===== src/rtl/neur_seq_ctrl.sv =====
// rtl/neur_seq_ctrl.sv - neural-unit job sequencer; NEUR_SEQ_PERF_EN builds the stall/job counters
module neur_seq_ctrl #(
    parameter int LEN_W     = 16,
    parameter int DRAIN_CYC = 4
) (
    input  logic             clk_i_fast,
    input  logic             rstn_i,
    input  logic             step_i,
    input  logic             cfg_valid_i,
    output logic             cfg_ready_o,
    input  logic [LEN_W-1:0] cfg_len_i,
    input  logic [31:0]      cfg_bias_i,
    input  logic [31:0]      cfg_shift_mode_i,
    input  logic             data_valid_i,
    output logic             data_ready_o,
    input  logic [31:0]      data_w_i,
    input  logic [31:0]      data_x_i,
    output logic             nu_bias_in_o,
    output logic             nu_valid_in_o,
    output logic             nu_get_res_o,
    output logic [31:0]      nu_bias_shift_mode_o,
    output logic [31:0]      nu_weights_o,
    output logic [31:0]      nu_input_val_o,
    input  logic             nu_valid_out_i,
    input  logic [31:0]      nu_output_val_i,
    output logic             res_valid_o,
    input  logic             res_ready_i,
    output logic [31:0]      res_data_o,
    output logic             busy_o,
    output logic [31:0]      perf_stall_o,
    output logic [15:0]      perf_jobs_o
);

    localparam logic [2:0] S_IDLE   = 3'd0;
    localparam logic [2:0] S_BIAS   = 3'd1;
    localparam logic [2:0] S_STREAM = 3'd2;
    localparam logic [2:0] S_DRAIN  = 3'd3;
    localparam logic [2:0] S_READ   = 3'd4;
    localparam logic [2:0] S_HOLD   = 3'd5;

    localparam int               DRN_W    = (DRAIN_CYC < 2) ? 1 : $clog2(DRAIN_CYC + 1);
    localparam logic [DRN_W-1:0] DRN_LOAD = DRN_W'(DRAIN_CYC);

    logic [2:0]       r_state;
    logic [LEN_W-1:0] r_remaining;
    logic [DRN_W-1:0] r_drain;
    logic [31:0]      r_bias;
    logic [31:0]      r_shift;
    logic             r_nu_bias_in;
    logic             r_nu_valid_in;
    logic             r_nu_get_res;
    logic [31:0]      r_nu_shift;
    logic [31:0]      r_nu_weights;
    logic [31:0]      r_nu_input;
    logic [31:0]      r_res_data;

    logic w_data_ready;
    logic w_data_fire;
    logic w_last_word;

    assign w_data_ready = (r_state == S_STREAM) && step_i && (r_remaining != '0);
    assign w_data_fire  = w_data_ready && data_valid_i;
    assign w_last_word  = (r_remaining == LEN_W'(1));

    assign cfg_ready_o          = (r_state == S_IDLE);
    assign data_ready_o         = w_data_ready;
    assign busy_o               = (r_state != S_IDLE);
    assign res_valid_o          = (r_state == S_HOLD);
    assign res_data_o           = r_res_data;
    assign nu_bias_in_o         = r_nu_bias_in;
    assign nu_valid_in_o        = r_nu_valid_in;
    assign nu_get_res_o         = r_nu_get_res;
    assign nu_bias_shift_mode_o = r_nu_shift;
    assign nu_weights_o         = r_nu_weights;
    assign nu_input_val_o       = r_nu_input;

    // Every nu_* register moves only on a step edge, so the slow unit sees each command for one full period.
    always_ff @(posedge clk_i_fast or negedge rstn_i) begin
        if (!rstn_i) begin
            r_state       <= S_IDLE;
            r_remaining   <= '0;
            r_drain       <= '0;
            r_bias        <= '0;
            r_shift       <= '0;
            r_nu_bias_in  <= 1'b0;
            r_nu_valid_in <= 1'b0;
            r_nu_get_res  <= 1'b0;
            r_nu_shift    <= '0;
            r_nu_weights  <= '0;
            r_nu_input    <= '0;
            r_res_data    <= '0;
        end else begin
            case (r_state)
                S_IDLE: begin
                    if (cfg_valid_i) begin
                        r_remaining <= cfg_len_i;
                        r_bias      <= cfg_bias_i;
                        r_shift     <= cfg_shift_mode_i;
                        r_state     <= S_BIAS;
                    end
                end
                S_BIAS: begin
                    if (step_i) begin
                        r_nu_bias_in <= 1'b1;
                        r_nu_weights <= r_bias;
                        r_nu_shift   <= r_shift;
                        if (r_remaining == '0) begin
                            r_state <= S_DRAIN;
                            r_drain <= DRN_LOAD;
                        end else begin
                            r_state <= S_STREAM;
                        end
                    end
                end
                S_STREAM: begin
                    if (step_i) begin
                        r_nu_bias_in  <= 1'b0;
                        r_nu_valid_in <= w_data_fire;
                        if (w_data_fire) begin
                            r_nu_weights <= data_w_i;
                            r_nu_input   <= data_x_i;
                            r_remaining  <= r_remaining - LEN_W'(1);
                            if (w_last_word) begin
                                r_state <= S_DRAIN;
                                r_drain <= DRN_LOAD;
                            end
                        end
                    end
                end
                S_DRAIN: begin
                    if (step_i) begin
                        r_nu_bias_in  <= 1'b0;
                        r_nu_valid_in <= 1'b0;
                        if (r_drain <= DRN_W'(1)) begin
                            r_state <= S_READ;
                            r_drain <= '0;
                        end else begin
                            r_drain <= r_drain - DRN_W'(1);
                        end
                    end
                end
                S_READ: begin
                    // A result only counts once the unit has seen get_res for at least one period.
                    if (step_i) begin
                        if (nu_valid_out_i && r_nu_get_res) begin
                            r_res_data   <= nu_output_val_i;
                            r_nu_get_res <= 1'b0;
                            r_state      <= S_HOLD;
                        end else begin
                            r_nu_get_res <= 1'b1;
                        end
                    end
                end
                S_HOLD: begin
                    if (res_ready_i) begin
                        r_state <= S_IDLE;
                    end
                end
                default: r_state <= S_IDLE;
            endcase
        end
    end

`ifdef NEUR_SEQ_PERF_EN
    logic [31:0] r_perf_stall;
    logic [15:0] r_perf_jobs;
    logic        w_stall_evt;
    logic        w_job_evt;

    assign w_stall_evt = (r_state == S_STREAM) && step_i && !w_data_fire;
    assign w_job_evt   = (r_state == S_HOLD) && res_ready_i;

    always_ff @(posedge clk_i_fast or negedge rstn_i) begin
        if (!rstn_i) begin
            r_perf_stall <= '0;
            r_perf_jobs  <= '0;
        end else begin
            if (w_stall_evt && (r_perf_stall != '1)) begin
                r_perf_stall <= r_perf_stall + 32'd1;
            end
            if (w_job_evt && (r_perf_jobs != '1)) begin
                r_perf_jobs <= r_perf_jobs + 16'd1;
            end
        end
    end

    assign perf_stall_o = r_perf_stall;
    assign perf_jobs_o  = r_perf_jobs;
`else
    assign perf_stall_o = '0;
    assign perf_jobs_o  = '0;
`endif

endmodule


===== config.mk =====
export PLATFORM = sky130hd
export DESIGN_NAME = neur_seq_ctrl
export DESIGN_NICKNAME = d
export VERILOG_FILES = /design/src/rtl/neur_seq_ctrl.sv
export SDC_FILE = /design/constraint.sdc
export NUM_CORES = 1
export LEC_CHECK = 0
export ABC_AREA = 0
export CAP_MARGIN = 10
export CORE_UTILIZATION = 48
export DETAILED_ROUTE_END_ITERATION = 10
export PLACE_DENSITY = 0.95
export SLEW_MARGIN = 20
export SYNTH_ARGS = -nofsm -noshare
export SYNTH_HDL_FRONTEND = slang
export SYNTH_SLANG_ARGS = --single-unit
export TNS_END_PERCENT = 30

===== constraint.sdc =====
create_clock -name clk_i_fast -period 5.59 [get_ports clk_i_fast]
set_input_delay 1.118 -clock clk_i_fast [delete_from_list [all_inputs] [get_ports clk_i_fast]]
set_output_delay 1.118 -clock clk_i_fast [all_outputs]
set_load 0.01 [all_outputs]

==> results.yml, run 1 <==
floorplan:
  rows: 51
  start_util_pct: 49.40
  die_x_um: 144.2
  core_um2: 19650
  die_y_um: 144.2
  die_area_um2: 20800
  io_pins: 366
clock_network:
  clk_pin_slew_worst_paths_ns: 0.06
  htree_levels: 1
  cts_tree: "yes"
  cts_hold_buf: 0
  cts_max_path_buffers: 3
  numCtsBuffers: 23
  cts_resized: 0
  cts_sinks: 217
  clkLatencyLatePin_ns: 0.52
  cts_root_buffer: "clkbuf_16"
  cts_setup_buffers: 0
synthesis:
  synth.ff_latch_count: 217
  synth_cells: 829
  synth_top_cell_by_area: "dfrtp_1"
  synth_top_family_by_area: "multiplexers"
  ys_seq_area_share_pct: 55.93
  yosysMostFrequentCell: "dfrtp_1"
  synth.cell_area_um2: 9709
  yosysWarnings: 0
  synth_ff_type: "dfrtp_1"
  synth_top_area_share_pct: 55.93
  synthArstFlopShare_pct: 100.0
  synth_commonest_cells: "dfrtp_1 (217), nand2_1 (169), mux2_2 (99), buf_4 (57), nor2_1 (48)"
  yosys-mux-area-fraction_pct: 16.22
  synth-xor-area-share_pct: 0
  synth-simple-area-share_pct: 12.72
  synth-edff-count: 0
  ys_types: 60
  synth.area.top_cells: "dfrtp_1 (56%), mux2_2 (11%), nand2_1 (6.5%)"
  synth_adder_area_share_pct: 0.6443
  syn_avg_cell_area_um2: 11.71
  synth_compound_area_share_pct: 7.088
sta:
  max_freq_ghz: 0.2666
  fin_crit_ns: 3.751
  finalWorstSetupSlack_ns: 1.839
  finalClockSkew_ns: 0.02550
  fin_crit_sh_pct: 67.10
  maxSlewViolCount: 0
  hold_violations: 0
  final-setup-viol-count: 0
  tightestPinTransition_ns: 0.9114
  fin_setup_tns_ns: 0
  relSlewSlack_pct: 39.24
  rsz0062_at_grt: "no"
critical_path:
  reg2reg_depth: 4
  startpoint: "r_remaining[0]$_DFFE_PN0P_"
  end_kind: "output port"
  regToRegSetupSlack_ns: 2.67
  rr_endpoint: "r_shift[20]$_DFFE_PN0P_"
  slowest_delay_ns: 0.59
  cp.required_ns: 4.47
  arrival_ns: 2.63
  crit_path_max_fanout: 7
  cp_slowest_cell: "and4_1"
  cp_cell_sequence: "inv_1 > ha_1 > nor3b_1 > and4_1 > nor2b_1 > clkdlybuf4s50_1"
  r2r-start: "r_state[1]$_DFFE_PN0P_"
  critical_path_class: "reg2out"
  worstSetupStartpointType: "flip-flop"
  crit_path_end: "data_ready_o"
routing:
  drt-pass1-iter-count: 4
  routed_wl_mm: 24.16
  remaining_drc_errors: 0
  drtAntennaViolNets: 0
  drtIter0Drc: 306
  via_per_inst: 5.125
  num_vias: 7237
  wire_per_inst_um: 17.11
cells_and_area:
  drive_above_1_share_pct: 17.03
  fillers: 1377
  nNetsFinal: 1318
  area_growth_pct: 39.48
pwr:
  powerDensity_nw_per_um2: 526.4
  ir_drop_uv: 343.9
  p_leak_nw: 5.876
placement:
  place_ws_ns: 1.852
  place_congestion: 0.7990
  dp_hpwl_mm: 16.98
  portBuffers: 317
global_routing:
  grt_remaining_overflow: 0
  grt_pass1_vias: 7422
  grt_use_total_pct: 23.19
  grt_max_degree: 112
  antenna_found_initial: 3
  grt_first_pass_wirelength_mm: 37.58
flow_run:
  cap_violations: 0
outcome:
  status: "finished clean"
worst_hold_path:
  hold_path.class: "reg2reg"
[power by group]
part           internal, mW  total (mW)  switching, mW
registers              2.30        2.80          0.494
clock network         0.878        1.49          0.613
logic                  1.65        2.84           1.20
[how the worst min path moves through the flow]
stage | slack (ns) | startpoint | to | cells past startpoint
6_report | 0.47 | res_data_o[31]$_DFFE_PN0P_ | res_data_o[31]$_DFFE_PN0P_ | 2
3_5_place_dp | 0.46 | res_data_o[31]$_DFFE_PN0P_ | res_data_o[31]$_DFFE_PN0P_ | 2
3_3_place_gp | 0.46 | res_data_o[0]$_DFFE_PN0P_ | res_data_o[0]$_DFFE_PN0P_ | 2
4_1_cts | 0.48 | res_data_o[24]$_DFFE_PN0P_ | res_data_o[24]$_DFFE_PN0P_ | 2
5_1_grt | 0.50 | res_data_o[17]$_DFFE_PN0P_ | res_data_o[17]$_DFFE_PN0P_ | 2
2_1_floorplan | 0.47 | r_drain[2]$_DFFE_PN0P_ | r_drain[2]$_DFFE_PN0P_ | 1
[through the flow]
stage / util (%) / hold slack, ns / cell area, um^2 / power [mW] / cells
after global placement: 65.04 / 0.4572 / 12780 / 5.502 / 1369
final: 68.91 / 0.4703 / 13540 / 7.129 / 1412
after global routing: 68.91 / 0.5045 / 13540 / 7.573 / 1412
after floorplan: - / 0.4730 / 9886 / 4.368 / 876
after detailed placement: 65.14 / 0.4617 / 12800 / 5.656 / 1370
after CTS: 68.88 / 0.4761 / 13540 / 7.193 / 1410
[sequential cells by signal, indices dropped and copies added (netlist names)]
| name | count |
|---|---|
| r_drain | 3 |
| r_shift | 32 |
| nu_weights_o | 32 |
| nu_bias_shift_mode_o | 32 |
| nu_valid_in_o | 1 |
| r_bias | 32 |
| res_data_o | 32 |
| nu_input_val_o | 32 |
| nu_bias_in_o | 1 |
| r_remaining | 16 |
| nu_get_res_o | 1 |
| r_state | 3 |
[cell type report]
class	count	area (um^2)	share of cell area (%)
Tap cell	265	331.6	2.448
Timing Repair Buffer	324	3254	24.03
Inverter	7	26.28	0.1940
Antenna cell	2	5.005	0.03695
Multi-Input combinational cell	557	3761	27.77
Clock inverter	10	112.6	0.8315
Clock buffer	30	621.8	4.592
Sequential cell	217	5430	40.10
[cell families (layout without fill, tap and decap cells)]
group | after synthesis | after routing
AND/OR/NAND/NOR | 266 | 266
buffers and inverters | 102 | 371
adder cells (fa/ha/maj) | 5 | 5
multiplexers | 130 | 130
other | 1 | 50
flip-flops | 217 | 217
AO/OA/AOI/OAI | 108 | 108
[critical path: cells and delay by family, from the launching register on]
| kind | cells | cell delay (ns) |
|---|---|---|
| AND/OR/NAND/NOR | 3 | 0.88 |
| adder cells (fa/ha/maj) | 1 | 0.19 |
| buffers and inverters | 2 | 0.65 |
| flip-flops | 1 | 0.42 |
[routing by layer]
layer / vias to the layer above / track usage [%] / share of wire (%)
met4: 2 / 10.75 / 4.3
li1: 3341 / - / -
met5: - / 0 / 0.054
met3: 72 / 6.887 / 8.9
met2: 319 / 39.92 / 50
met1: 3503 / 26.51 / 37
[cell usage in the layout (no fill, tap or decap), drive strengths merged, types with 8 or more instances in the layout]
| cell type | netlist | final |
|---|---|---|
| a31oi | 35 | 35 |
| dfrtp | 217 | 217 |
| a21oi | 26 | 26 |
| o21ai | 24 | 24 |
| mux2 | 129 | 129 |
| clkbuf | 9 | 31 |
| inv | 7 | 8 |
| nor2 | 50 | 50 |
| clkdlybuf4s50 | 0 | 316 |
| nand2 | 170 | 170 |
| conb | 1 | 48 |
No activity file was read; power rests on OpenSTA's default activity.
==> run 2, diff against run 1 <==
--- a/config.mk
+++ b/config.mk
@@ -7,9 +7,9 @@
 export LEC_CHECK = 0
 export ABC_AREA = 0
 export CAP_MARGIN = 10
-export CORE_UTILIZATION = 48
+export CORE_UTILIZATION = 40
 export DETAILED_ROUTE_END_ITERATION = 10
-export PLACE_DENSITY = 0.95
+export PLACE_DENSITY = 0.88
 export SLEW_MARGIN = 20
 export SYNTH_ARGS = -nofsm -noshare
 export SYNTH_HDL_FRONTEND = slang
==> constraint.sdc (replaced) <==
create_clock -name clk_i_fast -period 3 [get_ports clk_i_fast]
set_input_delay 0.6 -clock clk_i_fast [delete_from_list [all_inputs] [get_ports clk_i_fast]]
set_output_delay 0.6 -clock clk_i_fast [all_outputs]
set_load 0.01 [all_outputs]
==> results.yml, run 2 (synthesis results as in run 1) <==
clock_network:
  htree_levels: 1
  clkLatencyLatePin_ns: 0.51
  cts_tree: "yes"
  cts_max_path_buffers: 3
  cts_root_buffer: "clkbuf_16"
  cts_hold_buf: 0
  cts_resized: 0
  clk_pin_slew_worst_paths_ns: 0.06
  numCtsBuffers: 24
  cts_setup_buffers: 0
  cts_sinks: 217
sta:
  fin_crit_sh_pct: 95.10
  finalClockSkew_ns: 0.007167
  hold_violations: 0
  tightestPinTransition_ns: 0.7070
  hold_ws_ns: 0.07530
  relSlewSlack_pct: 52.43
  fin_crit_ns: 2.853
  fin_setup_tns_ns: 0
  max_freq_ghz: 0.3505
  finalWorstSetupSlack_ns: 0.1470
  final-setup-viol-count: 0
  rsz0062_at_grt: "no"
  maxSlewViolCount: 0
pwr:
  power_mw: 13.44
  p_leak_nw: 5.965
  powerDensity_nw_per_um2: 975.1
  ir_drop_uv: 616.9
floorplan:
  die_area_um2: 24900
  die_y_um: 157.8
  rows: 56
  io_pins: 366
  core_um2: 23610
  die_x_um: 157.8
  start_util_pct: 41.12
routing:
  drtAntennaViolNets: 0
  wire_per_inst_um: 16.43
  drtIter0Drc: 375
  routed_wl_mm: 24.32
  remaining_drc_errors: 0
  drt-pass1-iter-count: 4
  via_per_inst: 4.843
  num_vias: 7168
global_routing:
  grt_use_met1_pct: 22.16
  grt_remaining_overflow: 0
  grt_use_total_pct: 19.10
  met3_usage_pct: 6.105
  globalRoute.busiestLayer: "met2"
  grt_first_pass_wirelength_mm: 37.53
  grt_max_degree: 75
  met2_usage_pct: 33.35
  antenna_found_initial: 4
  grt_pass1_vias: 7209
critical_path:
  crit_path_max_fanout: 4
  cp_num_buf_inv: 2
  cp.required_ns: 2.40
  arrival_ns: 2.25
  critPathTopFamily: "buffers and inverters"
  cp_cell_sequence: "inv_1 > ha_1 > nor3b_1 > and4_1 > nor2b_1 > clkdlybuf4s50_1"
  cp_slowest_cell: "clkdlybuf4s50_1"
  worstSetupStartpointType: "flip-flop"
  slowest_delay_ns: 0.56
  end_kind: "output port"
  critical_path_class: "reg2out"
cells_and_area:
  post-route-cell-area_um2: 13780
  fin_cells: 1480
  final_cell_mix: "clkdlybuf4s50_1 (316), dfrtp_1 (217), nand2_1 (169)"
  mostFrequentLayoutCell: "clkdlybuf4s50_1"
  nNetsFinal: 1328
  utilization_pct: 58.37
  drive_above_1_share_pct: 17.79
  area_growth_pct: 41.95
placement:
  place_area_um2: 13000
  place_congestion: 0.7853
  dp_hpwl_mm: 17.05
  portBuffers: 317
  placed_cells: 1432
  place_ws_ns: 0.2836
flow_run:
  cap_violations: 0
worst_hold_path:
  hold_path.class: "in2async"
outcome:
  status: "finished clean"
[run 2: cell types whose count changed in the layout (fill, tap and decap cells not counted), sizes merged, moves of 2 or more]
cell and change:
clkinvlp -2, bufinv -2, clkbuf +9, buf +10
[run 2: layer usage]
| metal | vias up | part of all wire, % |
|---|---|---|
| met3 | 47 | 8.6 |
| li1 | 3363 | - |
| met4 | 2 | 2.7 |
| met5 | - | 0.053 |
| met1 | 3476 | 39 |
| met2 | 280 | 49 |
[run 2: cell type report]
cell class | count | area [um^2]
clock buffers | 40 | 752.0
inverters | 7 | 26.28
repair buffers | 333 | 3386
diodes | 3 | 7.507
flip-flops and latches | 217 | 5430
clock inverters | 4 | 20.02
multi-input cells | 557 | 3761
well taps | 319 | 399.1
fillers | 1906 | 9831
[run 2: worst paths after layout]
| path | cells past startpoint | to | startpoint | slack (ns) |
|---|---|---|---|---|
| min reg2reg | 2 | res_data_o[21]$_DFFE_PN0P_ | res_data_o[21]$_DFFE_PN0P_ | 0.48 |
| min in group clk_i_fast | 2 | res_data_o[21]$_DFFE_PN0P_ | res_data_o[21]$_DFFE_PN0P_ | 0.48 |
| max reg2reg | 5 | r_remaining[2]$_DFFE_PN0P_ | r_state[1]$_DFFE_PN0P_ | 0.76 |
| min | 1 | nu_weights_o[13]$_DFFE_PN0P_ | rstn_i | 0.08 |
| max | 6 | data_ready_o | r_remaining[1]$_DFFE_PN0P_ | 0.15 |
| max in group asynchronous | 2 | nu_bias_shift_mode_o[21]$_DFFE_PN0P_ | rstn_i | 2.21 |
[run 2: power breakdown]
group	total [mW]	internal [mW]	switching [mW]
registers	5.19	4.29	0.905
clock network	2.85	1.70	1.15
logic	5.39	3.14	2.26
total	13.4	9.12	4.31
[run 2: worst register-to-register path, cell delays in order, from the launching register on]
cell     delay (ns)
dfrtp_1        0.63
or3b_2         0.77
buf_4          0.34
nor3b_1        0.23
a21oi_1        0.06
o21ai_0        0.14
